==> src/rtl/ifetch_buffer_if.sv <==
// ifetch_buffer_if: handshake bundle between the instruction prefetch unit,
// the instruction memory and decode.
//   imem_req_*  : fetch request channel (prefetcher -> imem)
//   imem_resp_* : in-order response channel (imem -> prefetcher)
//   out_*       : buffered instruction stream (prefetcher -> decode)
// Modports:
//   master : the prefetch unit (ifetch_buffer)
//   slave  : the environment (imem model plus decode)
interface ifetch_buffer_if #(
  parameter int XLEN = 32
);
  logic            imem_req_valid;
  logic            imem_req_ready;
  logic [XLEN-1:0] imem_req_addr;
  logic            imem_resp_valid;
  logic [XLEN-1:0] imem_resp_data;
  logic            imem_resp_ready;
  logic            out_valid;
  logic            out_ready;
  logic [XLEN-1:0] out_inst;
  logic [XLEN-1:0] out_pc;

  modport master (
    output imem_req_valid, imem_req_addr, imem_resp_ready,
    output out_valid, out_inst, out_pc,
    input  imem_req_ready, imem_resp_valid, imem_resp_data, out_ready
  );

  modport slave (
    input  imem_req_valid, imem_req_addr, imem_resp_ready,
    input  out_valid, out_inst, out_pc,
    output imem_req_ready, imem_resp_valid, imem_resp_data, out_ready
  );
endinterface

==> src/rtl/ifetch_buffer.sv <==
// ifetch_buffer: instruction prefetch unit.
// Owns the fetch PC and keeps up to MAX_OUTSTANDING pipelined imem requests in
// flight. Returned instructions are queued with their PCs in a DEPTH-entry
// FIFO that feeds decode. A redirect reloads the fetch PC, flushes the FIFO
// and marks every still-outstanding request as stale so that its response is
// discarded on arrival.
// Ports:
//   clk            : clock, rising edge
//   reset_n        : asynchronous active-low reset
//   redirect_valid : load redirect_pc as fetch PC and flush the buffer
//   redirect_pc    : new fetch PC (bits [1:0] ignored)
//   bus            : ifetch_buffer_if.master (imem request/response, decode)
//   count          : FIFO occupancy
// Optional feature (macro IFB_BYPASS_EN): when the FIFO is empty and nothing
// is being dropped, a returning response is presented to decode in the same
// cycle; it is only written into the FIFO if decode does not take it.
// With the macro undefined all decode outputs come from registered state.
module ifetch_buffer #(
  parameter int              XLEN            = 32,
  parameter int              DEPTH           = 4,
  parameter int              MAX_OUTSTANDING = 2,
  parameter logic [XLEN-1:0] RESET_PC        = '0
) (
  input  logic                     clk,
  input  logic                     reset_n,
  input  logic                     redirect_valid,
  input  logic [XLEN-1:0]          redirect_pc,
  ifetch_buffer_if.master          bus,
  output logic [$clog2(DEPTH):0]   count
);

  localparam int AW = $clog2(DEPTH);
  localparam int QW = (MAX_OUTSTANDING > 1) ? $clog2(MAX_OUTSTANDING) : 1;
  localparam int OW = $clog2(MAX_OUTSTANDING + 1);
  // Wide enough for count + outstanding without overflow.
  localparam int CW = AW + 2;

  logic [XLEN-1:0] fetch_pc;
  logic [OW-1:0]   outstanding;
  logic [OW-1:0]   outstanding_next;
  logic [OW-1:0]   drop;

  // In-flight PC queue: one tag per issued request, consumed in order.
  logic [XLEN-1:0] pc_q [MAX_OUTSTANDING];
  logic [QW-1:0]   pq_wr;
  logic [QW-1:0]   pq_rd;
  logic [XLEN-1:0] pc_tag;

  // Instruction FIFO.
  logic [XLEN-1:0] inst_mem [DEPTH];
  logic [XLEN-1:0] pc_mem   [DEPTH];
  logic [AW-1:0]   wr_ptr;
  logic [AW-1:0]   rd_ptr;

  logic req_fire;
  logic resp_fire;
  logic resp_live;
  logic fifo_valid;
  logic push;
  logic pop;
  logic credit_ok;
  logic bypass_take;

  // Low PC bits are defined to be ignored.
  logic unused_pc_bits;
  assign unused_pc_bits = ^redirect_pc[1:0];

  function automatic logic [QW-1:0] pq_next(input logic [QW-1:0] ptr);
    // The queue depth need not be a power of two, so wrap explicitly.
    return (ptr == QW'(MAX_OUTSTANDING - 1)) ? '0 : ptr + QW'(1);
  endfunction

  assign pc_tag     = pc_q[pq_rd];
  assign fifo_valid = (count != '0);

  // Every live request owns a FIFO slot: count + live outstanding < DEPTH.
  assign credit_ok = (outstanding < OW'(MAX_OUTSTANDING)) &&
                     ((CW'(count) + CW'(outstanding) - CW'(drop)) < CW'(DEPTH));

  assign bus.imem_req_valid  = reset_n && !redirect_valid && credit_ok;
  assign bus.imem_req_addr   = fetch_pc;
  assign bus.imem_resp_ready = 1'b1;

  assign req_fire  = bus.imem_req_valid && bus.imem_req_ready;
  assign resp_fire = bus.imem_resp_valid;
  // A response is live when no stale request is ahead of it and no redirect
  // is flushing this cycle.
  assign resp_live = resp_fire && (drop == '0) && !redirect_valid;

`ifdef IFB_BYPASS_EN
  assign bypass_take = reset_n && resp_live && !fifo_valid;
  assign bus.out_valid = fifo_valid || bypass_take;
  assign bus.out_inst  = fifo_valid  ? inst_mem[rd_ptr] :
                         bypass_take ? bus.imem_resp_data : '0;
  assign bus.out_pc    = fifo_valid  ? pc_mem[rd_ptr] :
                         bypass_take ? pc_tag : '0;
  assign push = resp_live && !(bypass_take && bus.out_ready);
`else
  assign bypass_take = 1'b0;
  assign bus.out_valid = fifo_valid;
  // NOTE: FIFO storage has no reset; the head is masked while empty so the
  // outputs read 0 after reset without paying for resettable storage.
  assign bus.out_inst  = fifo_valid ? inst_mem[rd_ptr] : '0;
  assign bus.out_pc    = fifo_valid ? pc_mem[rd_ptr]   : '0;
  assign push = resp_live;
`endif

  // A redirect flushes the FIFO, so a simultaneous pop is meaningless.
  assign pop = fifo_valid && bus.out_ready && !redirect_valid;

  always_comb begin
    // NOTE: default assigned first so every path drives the signal and no
    // latch is inferred; blocking assignments are correct in combinational code.
    outstanding_next = outstanding;
    case ({req_fire, resp_fire})
      2'b10:   outstanding_next = outstanding + OW'(1);
      2'b01:   outstanding_next = outstanding - OW'(1);
      default: outstanding_next = outstanding;
    endcase
  end

  // NOTE: sequential state uses non-blocking assignments so every register
  // samples pre-edge values regardless of statement order.
  always_ff @(posedge clk or negedge reset_n) begin
    if (!reset_n) begin
      fetch_pc    <= RESET_PC;
      outstanding <= '0;
      drop        <= '0;
      pq_wr       <= '0;
      pq_rd       <= '0;
      wr_ptr      <= '0;
      rd_ptr      <= '0;
      count       <= '0;
    end else begin
      outstanding <= outstanding_next;

      // The tag queue keeps tracking requests across redirects, so dropped
      // responses still consume their own tags.
      if (req_fire)  pq_wr <= pq_next(pq_wr);
      if (resp_fire) pq_rd <= pq_next(pq_rd);

      if (redirect_valid) begin
        fetch_pc <= {redirect_pc[XLEN-1:2], 2'b00};
        // Everything still in flight after this edge is stale; a response
        // arriving this same cycle is already excluded from outstanding_next.
        drop     <= outstanding_next;
        wr_ptr   <= '0;
        rd_ptr   <= '0;
        count    <= '0;
      end else begin
        if (req_fire) fetch_pc <= fetch_pc + XLEN'(4);
        if (resp_fire && (drop != '0)) drop <= drop - OW'(1);
        if (push) wr_ptr <= wr_ptr + AW'(1);
        if (pop)  rd_ptr <= rd_ptr + AW'(1);
        case ({push, pop})
          2'b10:   count <= count + 1'b1;
          2'b01:   count <= count - 1'b1;
          default: count <= count;
        endcase
      end
    end
  end

  // Data storage: written only, never reset.
  always_ff @(posedge clk) begin
    if (req_fire) pc_q[pq_wr] <= fetch_pc;
    if (push) begin
      inst_mem[wr_ptr] <= bus.imem_resp_data;
      pc_mem[wr_ptr]   <= pc_tag;
    end
  end

endmodule

==> src/flat_wrapper.sv <==
// flat-port wrapper written by rule: the top's interface ports become plain ports
module ifetch_buffer_flat 
#(
  parameter int              XLEN            = 32,
  parameter int              DEPTH           = 4,
  parameter int              MAX_OUTSTANDING = 2,
  parameter logic [XLEN-1:0] RESET_PC        = '0
)
  (clk, reset_n, redirect_valid, redirect_pc, count, bus_imem_req_valid, bus_imem_req_addr, bus_imem_resp_ready, bus_out_valid, bus_out_inst, bus_out_pc, bus_imem_req_ready, bus_imem_resp_valid, bus_imem_resp_data, bus_out_ready);
  ifetch_buffer_if #(.XLEN(XLEN)) bus_i ();
  input  logic clk;
  input  logic reset_n;
  input  logic redirect_valid;
  input  logic [XLEN-1:0] redirect_pc;
  output logic [$clog2(DEPTH):0] count;
  output wire logic [$bits(bus_i.imem_req_valid)-1:0] bus_imem_req_valid;
  output wire logic [$bits(bus_i.imem_req_addr)-1:0] bus_imem_req_addr;
  output wire logic [$bits(bus_i.imem_resp_ready)-1:0] bus_imem_resp_ready;
  output wire logic [$bits(bus_i.out_valid)-1:0] bus_out_valid;
  output wire logic [$bits(bus_i.out_inst)-1:0] bus_out_inst;
  output wire logic [$bits(bus_i.out_pc)-1:0] bus_out_pc;
  input wire logic [$bits(bus_i.imem_req_ready)-1:0] bus_imem_req_ready;
  input wire logic [$bits(bus_i.imem_resp_valid)-1:0] bus_imem_resp_valid;
  input wire logic [$bits(bus_i.imem_resp_data)-1:0] bus_imem_resp_data;
  input wire logic [$bits(bus_i.out_ready)-1:0] bus_out_ready;
  assign bus_imem_req_valid = bus_i.imem_req_valid;
  assign bus_imem_req_addr = bus_i.imem_req_addr;
  assign bus_imem_resp_ready = bus_i.imem_resp_ready;
  assign bus_out_valid = bus_i.out_valid;
  assign bus_out_inst = bus_i.out_inst;
  assign bus_out_pc = bus_i.out_pc;
  assign bus_i.imem_req_ready = bus_imem_req_ready;
  assign bus_i.imem_resp_valid = bus_imem_resp_valid;
  assign bus_i.imem_resp_data = bus_imem_resp_data;
  assign bus_i.out_ready = bus_out_ready;
  ifetch_buffer #(.XLEN(XLEN), .DEPTH(DEPTH), .MAX_OUTSTANDING(MAX_OUTSTANDING), .RESET_PC(RESET_PC)) u_core (.clk(clk), .reset_n(reset_n), .redirect_valid(redirect_valid), .redirect_pc(redirect_pc), .bus(bus_i), .count(count));
endmodule
==> config.mk <==
export PLATFORM = sky130hd
export DESIGN_NAME = ifetch_buffer_flat
export DESIGN_NICKNAME = d
export VERILOG_FILES = /design/src/rtl/ifetch_buffer_if.sv /design/src/rtl/ifetch_buffer.sv /design/src/flat_wrapper.sv
export SDC_FILE = /design/constraint.sdc
export NUM_CORES = 1
export LEC_CHECK = 0
export CORE_MARGIN = 2
export CORE_UTILIZATION = 40
export DETAILED_ROUTE_END_ITERATION = 10
export DONT_BUFFER_PORTS = 1
export PLACE_DENSITY = 0.58
export SKIP_LAST_GASP = 1
export SLEW_MARGIN = 15
export SYNTH_ARGS = -nofsm -noshare
export SYNTH_HDL_FRONTEND = slang
export SYNTH_SLANG_ARGS = --single-unit
==> constraint.sdc <==
create_clock -name clk -period 6.6 [get_ports clk]
set_input_delay 1.32 -clock clk [delete_from_list [all_inputs] [get_ports clk]]
set_output_delay 1.32 -clock clk [all_outputs]
set_load 0.02 [all_outputs]
==> impl_results.md, run 1 <==
* Routed Antenna Nets at 0
* Critical path type: reg2out
* RD Place Congestion at approximately 0.77
* Area share of fa/ha/maj cells after synthesis at under 10%
* Seq cells post-synth at 351
* Dpl cells at 1258
* Fin. Hold Viols at 0
* Largest net degree at the start of global routing at 66
* Required @ worst endpoint at between 5 and 6 ns
* First drt pass iteration count at 4
* Largest family of logic cells by synthesized area: multiplexers
* Cts bufs inserted at 39
* Root Buffer: clkbuf_16
* WL per Instance at roughly 24 um
* Setup Skew at roughly 0.012 ns
* Resized cells post-CTS at 0
* Avg Cell Area, Syn at ~17 um^2
* Area fraction in compound gates after synthesis at under 10%
* FMAX at 0.228 GHz
* Layout cells sized above 1 at between 20% and 30%
* Routed via count at 7220
* Max-cap check violation count at 0
* Skew-Pair Late Insertion Delay at 0.52 ns
* CTS sink count at around 350
* Final setup fails at 0
* Total power at roughly 6.5 mW
* Yosys warns at 0
* Die H at just under 200 um
* Max clock buf depth at 3
* Vias in the first global route at 7493
* Rel. slew slack at a little over a quarter
* Setup bufs post-CTS at 0
* Tmin final at 4.38 ns
* Reg2Reg Capture Point: u_core.pc_q[1][4]$_DFFE_PP_
* Post-Syn Instances at 820
* Util after Layout at 45.6%
* Simple-gate area share of the yosys netlist at ~8%
* Post-Synth XOR/XNOR Area at less than 1%
* CTS Hold Buffers Added at 0
* Reg-to-reg slack, setup at 2.66 ns
* Sequential fraction of the synthesis area at around 72%
* Via-per-instance ratio at between 5 and 6
* Post-Place Setup Slack at around 2.6 ns
* Port bufs at 0
* Final Max Tran Viols at 0
* Synth Flop Type: edfxtp_1
* Antenna fix cells at 0
* FF-to-FF Start: u_core.count[1]$_DFFE_PN0P_
* DIE AREA at 37400 um^2
* CORE AREA at approximately 35000 um^2
* Ports at approximately 170
* Status: finished clean
* R2R depth at 10
* Yosys cell types at 55
* Worst-path maximum fanout at 40
* Hpwl dp at 18600 um
* Startpoint Class: register
* Worst Tran Pin Value at 1.10 ns
* Final setup margin at between 2 and 2.5 ns
* CTS tree: done
* Initial Util at between 40% and 50%
* Mux contribution to synthesized area at around an eighth
* Initial antenna violation count at 2
* P_leak at roughly 5.3 nW
* Row count at between 60 and 70
* Area after DPL at 14900 um^2
* Worst-path clk slew at around 0.06 ns
* GRT Total Usage at 16.8%
* DRT iter0 DRCs at 376
* Mapped Area at ~14000 um^2
* Design area at between 15000 and 20000 um^2
* Post-layout net count at 920
* Routed Wire Length at 31400 um
* HP Class: in2async
* RSZ-0062 raised after global routing: false
* Area Growth Syn to Fin at 12.5%
* Max H-tree Level at 2
* Critical path arrival at between 3 and 4 ns
* Async set-reset flop share out of synthesis at between 10% and 20%
* First-pass GRT wire length at roughly 47000 um
* Worst Setup End Kind: output port
* Die width at approximately 190 um
* Number of flops mapped to enable cells by yosys at 308
* Grt total ovfl at 0
* Max IR drop VDD at 350 uV
* Post-Layout Cell Count at between 1000 and 1500
* # DRC at 0
* Fill count at around 3000
* PwrDens at 403 nW/um^2
* Final worst-path cycle share at between 60% and 70%
## cell type report
class	instances	area [um^2]	share of cell area (%)
clock buffers	50	1070	6.63
repair buffers	17	128	0.791
flip-flops and latches	351	10300	64.0
inverters	26	97.6	0.605
well taps	461	577	3.58
clock inverters	16	151	0.938
multi-input cells	403	3780	23.4
## cell usage in the layout, fill, tap and decap left out, types with 19 or more instances in the layout
| cell | n |
|---|---|
| edfxtp_1 | 308 |
| mux4_2 | 62 |
| inv_1 | 26 |
| nand2_1 | 33 |
| dfrtp_1 | 41 |
| o21ai_0 | 19 |
| clkbuf_16 | 41 |
| and2_1 | 65 |
| mux2_2 | 31 |
## state kept, by name, indices dropped and copies added, names as in the netlist, 3 cells and up
register / count
u_core.pc_mem: 120
u_core.inst_mem: 128
u_core.count: 3
u_core.pc_q: 60
u_core.bus.imem_req_addr: 30
## per-layer routing
layer  global-route usage (%)  vias up  routed length [um]
li1                         -     3230                   -
met1                     22.2     3739               13700
met2                     26.7      198               14800
met3                     5.26       51                2230
met4                     4.95        2                 632
met5                        0        -                  16
## power by group
group          leakage [nW]  internal, mW  total [mW]  switching, mW
logic                  1.37         0.589        1.49          0.905
registers              3.31          2.65        2.93          0.278
clock network         0.601          1.25        2.07          0.820
total                  5.28          4.49        6.50           2.00
## through the flow
stage	hold WS (ns)	setup TNS [ns]
global placement	0.500	0
floorplan	0.460	-84.95
finish	0.487	0
CTS	0.462	0
global route	0.456	0
detailed placement	0.514	0
## worst max path at each step
stage	start	endpoint	cells after the start
CTS	u_core.rd_ptr[0]$_DFFE_PN0P_	bus_out_pc[6]	3
global placement	u_core.rd_ptr[0]$_DFFE_PN0P_	bus_out_pc[6]	3
global route	u_core.rd_ptr[0]$_DFFE_PN0P_	bus_out_pc[6]	3
finish	u_core.rd_ptr[0]$_DFFE_PN0P_	bus_out_pc[6]	3
floorplan	redirect_valid	u_core.inst_mem[1][0]$_DFFE_PP_	4
detailed placement	u_core.count[1]$_DFFE_PN0P_	u_core.pc_q[1][2]$_DFFE_PP_	10
## critical path, cell delays in order, from the launching register on
cell,delay [ns]
dfrtp_4,1.03
buf_4,0.59
mux4_2,0.60
and2_1,0.25
## cells by family after synthesis
| group | count (synthesis) |
|---|---|
| AOI/OAI and AO/OA | 77 |
| xor gates and xnor gates | 11 |
| adders and majority gates | 12 |
| buffers and inverters | 69 |
| DFF | 351 |
| muxes | 95 |
| other | 2 |
| and+or+nand+nor | 203 |
## Yosys cell counts, drive strengths merged (2+ instances only)
cell | number | area share, %
a21o | 7 | 0.37
a21oi | 15 | 0.52
a221o | 10 | 0.70
a22oi | 2 | 0.10
a31oi | 2 | 0.087
and2 | 65 | 2.8
and3 | 6 | 0.26
and4 | 3 | 0.18
buf | 22 | 0.79
clkbuf | 21 | 0.55
conb | 2 | 0.052
dfrtp | 43 | 7.5
edfxtp | 308 | 64
fa | 2 | 0.28
ha | 10 | 0.87
inv | 26 | 0.68
mux2 | 31 | 2.4
mux2i | 2 | 0.14
mux4 | 62 | 9.7
nand2 | 33 | 0.86
nand2b | 4 | 0.17
nand3 | 19 | 0.70
nand3b | 2 | 0.10
nand4 | 10 | 0.48
nor2 | 18 | 0.47
nor2b | 5 | 0.22
nor3 | 10 | 0.35
nor3b | 8 | 0.42
nor4 | 4 | 0.17
o211ai | 2 | 0.10
o21ai | 19 | 0.66
o21bai | 4 | 0.21
o31a | 6 | 0.37
o31ai | 2 | 0.10
or3 | 6 | 0.26
or4 | 5 | 0.26
xnor2 | 7 | 0.43
xor2 | 4 | 0.24
No activity file was read; power rests on OpenSTA's default activity.
==> inputs of run 2 (changes only) <==
==> constraint.sdc (replaced) <==
create_clock -name clk -period 4.45 [get_ports clk]
set_input_delay 0.89 -clock clk [delete_from_list [all_inputs] [get_ports clk]]
set_output_delay 0.89 -clock clk [all_outputs]
set_load 0.02 [all_outputs]
==> run 2 against run 1 <==
Net effect: clock skew increased by 0.0035 ns; sequential cell count unchanged; worst hold slack got worse by 0.43 ns; largest power group unchanged; highest routed layer unchanged.
==> impl_results.md, run 2 (synthesis results as in run 1) <==
* Critical path type: reg2out (unchanged)
* First drt pass iteration count at 6 (was 4)
* CTS tree: done (unchanged)
* Port bufs at 0 (unchanged)
* Rel. slew slack at 28.8% (was 26.8%)
* Via-per-instance ratio at 5.49 (was 5.45)
* WL per Instance at 23.7 um (about the same)
* Final Max Tran Viols at 0 (unchanged)
* Number of flip-flops under the largest register name at 128 (unchanged)
* Max H-tree Level at 2 (unchanged)
* Reg2Reg Capture Point: u_core.drop[1]$_DFFE_PN0P_ (was u_core.pc_q[1][4]$_DFFE_PP_)
* Worst Setup End Kind: output port (unchanged)
* Layout cells sized above 1 at 20.7% (was 20.4%)
* Die H at 193 um (unchanged)
* Max clock buf depth at 3 (unchanged)
* Grt total ovfl at 0 (unchanged)
* Tmin final at between 3 and 4 ns
* GRT busiest layer: met2 (unchanged)
* CORE AREA at 35400 um^2 (unchanged)
* CP startpoint: u_core.count[1]$_DFFE_PN0P_ (was u_core.rd_ptr[0]$_DFFE_PN0P_)
* Global-route track usage on met1 at 22.8% (was 22.2%)
* CTS Hold Buffers Added at 0 (unchanged)
* Routed Wire Length at 31500 um (was 31400 um)
* M2 GR Usage at 27.0% (was 26.7%)
* Fill count at 3023 (was 3074)
* Row count at 69 (unchanged)
* Total power at 9.73 mW (was 6.50 mW)
* Slowest CP cell: fa_1 (was dfrtp_4)
* DRT iter0 DRCs at 412 (was 376)
* Hold Worst Slack at 0.0585 ns (was 0.487 ns)
* Area after DPL at 15000 um^2 (was 14900 um^2)
* FF-to-FF Start: u_core.count[1]$_DFFE_PN0P_ (unchanged)
* Reg area at 10300 um^2 (unchanged)
* Worst-path clk slew at 0.06 ns (about the same)
* Biggest regs: u_core.inst_mem (128), u_core.pc_mem (120), u_core.pc_q (60) (unchanged)
* R2R depth at 13 (was 10)
* Area Growth Syn to Fin at 13.0% (was 12.5%)
* Critical path's largest stage delay at 0.56 ns (was 1.03 ns)
* RD Place Congestion at 0.776 (was 0.771)
* Setup bufs post-CTS at 0 (unchanged)
* Startpoint Class: register (unchanged)
* GRT Total Usage at 17.0% (was 16.8%)
* RSZ-0062 raised after global routing: false (unchanged)
* Status: finished clean (unchanged)
* Critical path arrival at 2.87 ns (was 3.06 ns)
* P_leak at 5.32 nW (was 5.28 nW)
* Routed via count at 7296 (was 7220)
* Reg-to-reg slack, setup at 0.99 ns (was 2.66 ns)
* Max IR drop VDD at 417 uV (was 350 uV)
* Fin. Hold Viols at 0 (unchanged)
* Antenna fix cells at 0 (unchanged)
* Dpl cells at 1260 (was 1258)
* # DRC at 0 (unchanged)
* HP Class: in2async (unchanged)
* Most common cell after layout, fill and taps aside: edfxtp_1 (unchanged)
* First-pass GRT wire length at 48300 um (was 47500 um)
* Cts bufs inserted at 39 (unchanged)
* PwrDens at 600 nW/um^2 (was 403 nW/um^2)
* Initial Util at 40.5% (unchanged)
* Post-Layout Cell Count at 1329 (was 1324)
* Met3 usage in global routing at 5.25% (was 5.26%)
* FMAX at around 0.27 GHz
* DIE AREA at 37400 um^2 (unchanged)
* Largest net degree at the start of global routing at 64 (was 66)
* Resized cells post-CTS at 0 (unchanged)
* Setup Skew at 0.0159 ns (was 0.0125 ns)
* Crit path capture: bus_imem_req_valid (was bus_out_pc[6])
* Root Buffer: clkbuf_16 (unchanged)
* Die width at 193 um (unchanged)
* Worst path cell trace: inv_1 > fa_1 > inv_1 > ha_1 > nor4bb_1 > a31oi_1 > and3_1 (was buf_4 > mux4_2 > and2_1)
* Commonest cells after routing, fill and taps aside: edfxtp_1 (308), and2_1 (65), mux4_2 (62) (unchanged)
* CTS sink count at 351 (unchanged)
* Design area at 16200 um^2 (was 16100 um^2)
* Routed Antenna Nets at 0 (unchanged)
* Post-layout net count at 922 (was 920)
* Max-cap check violation count at 0 (unchanged)
* Util after Layout at 45.8% (was 45.6%)
* Hpwl dp at 18900 um (was 18600 um)
* Initial antenna violation count at 2 (unchanged)
* Final worst-path cycle share at between 80% and 90%
* Final setup fails at 0 (unchanged)
* Worst-path maximum fanout at 4 (was 40)
* Area occupied by multi-input gates at 3780 um^2 (unchanged)
* Worst Tran Pin Value at 1.07 ns (was 1.10 ns)
* Ports at 172 (unchanged)
* CP dominant cell by count: inv_1
* Skew-Pair Late Insertion Delay at 0.52 ns (about the same)
* Reg with most FFs: u_core.inst_mem (unchanged)
* Vias in the first global route at 7637 (was 7493)
* Required @ worst endpoint at 3.56 ns (was 5.28 ns)
[run 2: cell count changes in the layout (fill, tap and decap cells not counted), sizes merged]
cell,before,now
clkinv,13,17
bufinv,3,4
buf,17,19
clkbuf,50,48
[run 2: critical path, delay by kind of cell (launching register included)]
| family | cells | cell delay [ns] |
|---|---|---|
| AOI/OAI and AO/OA | 1 | 0.25 |
| adders and majority gates | 2 | 0.87 |
| buffers and inverters | 2 | 0.20 |
| DFF | 1 | 0.53 |
| and+or+nand+nor | 2 | 0.51 |
[run 2: how the worst min path moves through the flow]
stage / startpoint / endpoint / cells after the start
after floorplan: u_core.pq_wr$_DFFE_PN0P_ / u_core.pq_wr$_DFFE_PN0P_ / 1
after global placement: u_core.pq_rd$_DFFE_PN0P_ / u_core.pq_rd$_DFFE_PN0P_ / 1
after detailed placement: u_core.pq_rd$_DFFE_PN0P_ / u_core.pq_rd$_DFFE_PN0P_ / 1
after CTS: reset_n / u_core.bus.imem_req_addr[16]$_DFFE_PN0P_ / 0
after global routing: reset_n / u_core.rd_ptr[1]$_DFFE_PN0P_ / 0
final: reset_n / u_core.bus.imem_req_addr[16]$_DFFE_PN0P_ / 0
[run 2: stage by stage]
step | TNS (ns) | setup slack [ns]
2_1_floorplan | -404.87 | -2.18
3_5_place_dp | 0 | 1.01
6_report | 0 | 0.693
4_1_cts | 0 | 0.659
5_1_grt | 0 | 0.521
3_3_place_gp | 0 | 1.07
[run 2: routing by layer]
layer | wire length (um) | vias up | share of wire [%]
li1 | - | 3251 | -
met1 | 13600 | 3795 | 43
met2 | 14900 | 198 | 47
met3 | 2270 | 50 | 7.2
met4 | 656 | 2 | 2.1
met5 | 16 | - | 0.051
[run 2: layout make-up]
class / instances / area share (%)
tap: 461 / 3.56
sequential: 351 / 63.7
clock inverter: 21 / 1.22
multi-input combinational: 403 / 23.3
inverter: 26 / 0.602
clock buffer: 48 / 6.55
timing repair buffer: 19 / 1.03
[run 2: power breakdown]
group	switching [mW]	total [mW]	internal (mW)
Combinational	1.41	2.31	0.902
Sequential	0.350	4.28	3.93
Clock	1.23	3.15	1.92
Total	2.98	9.73	6.75
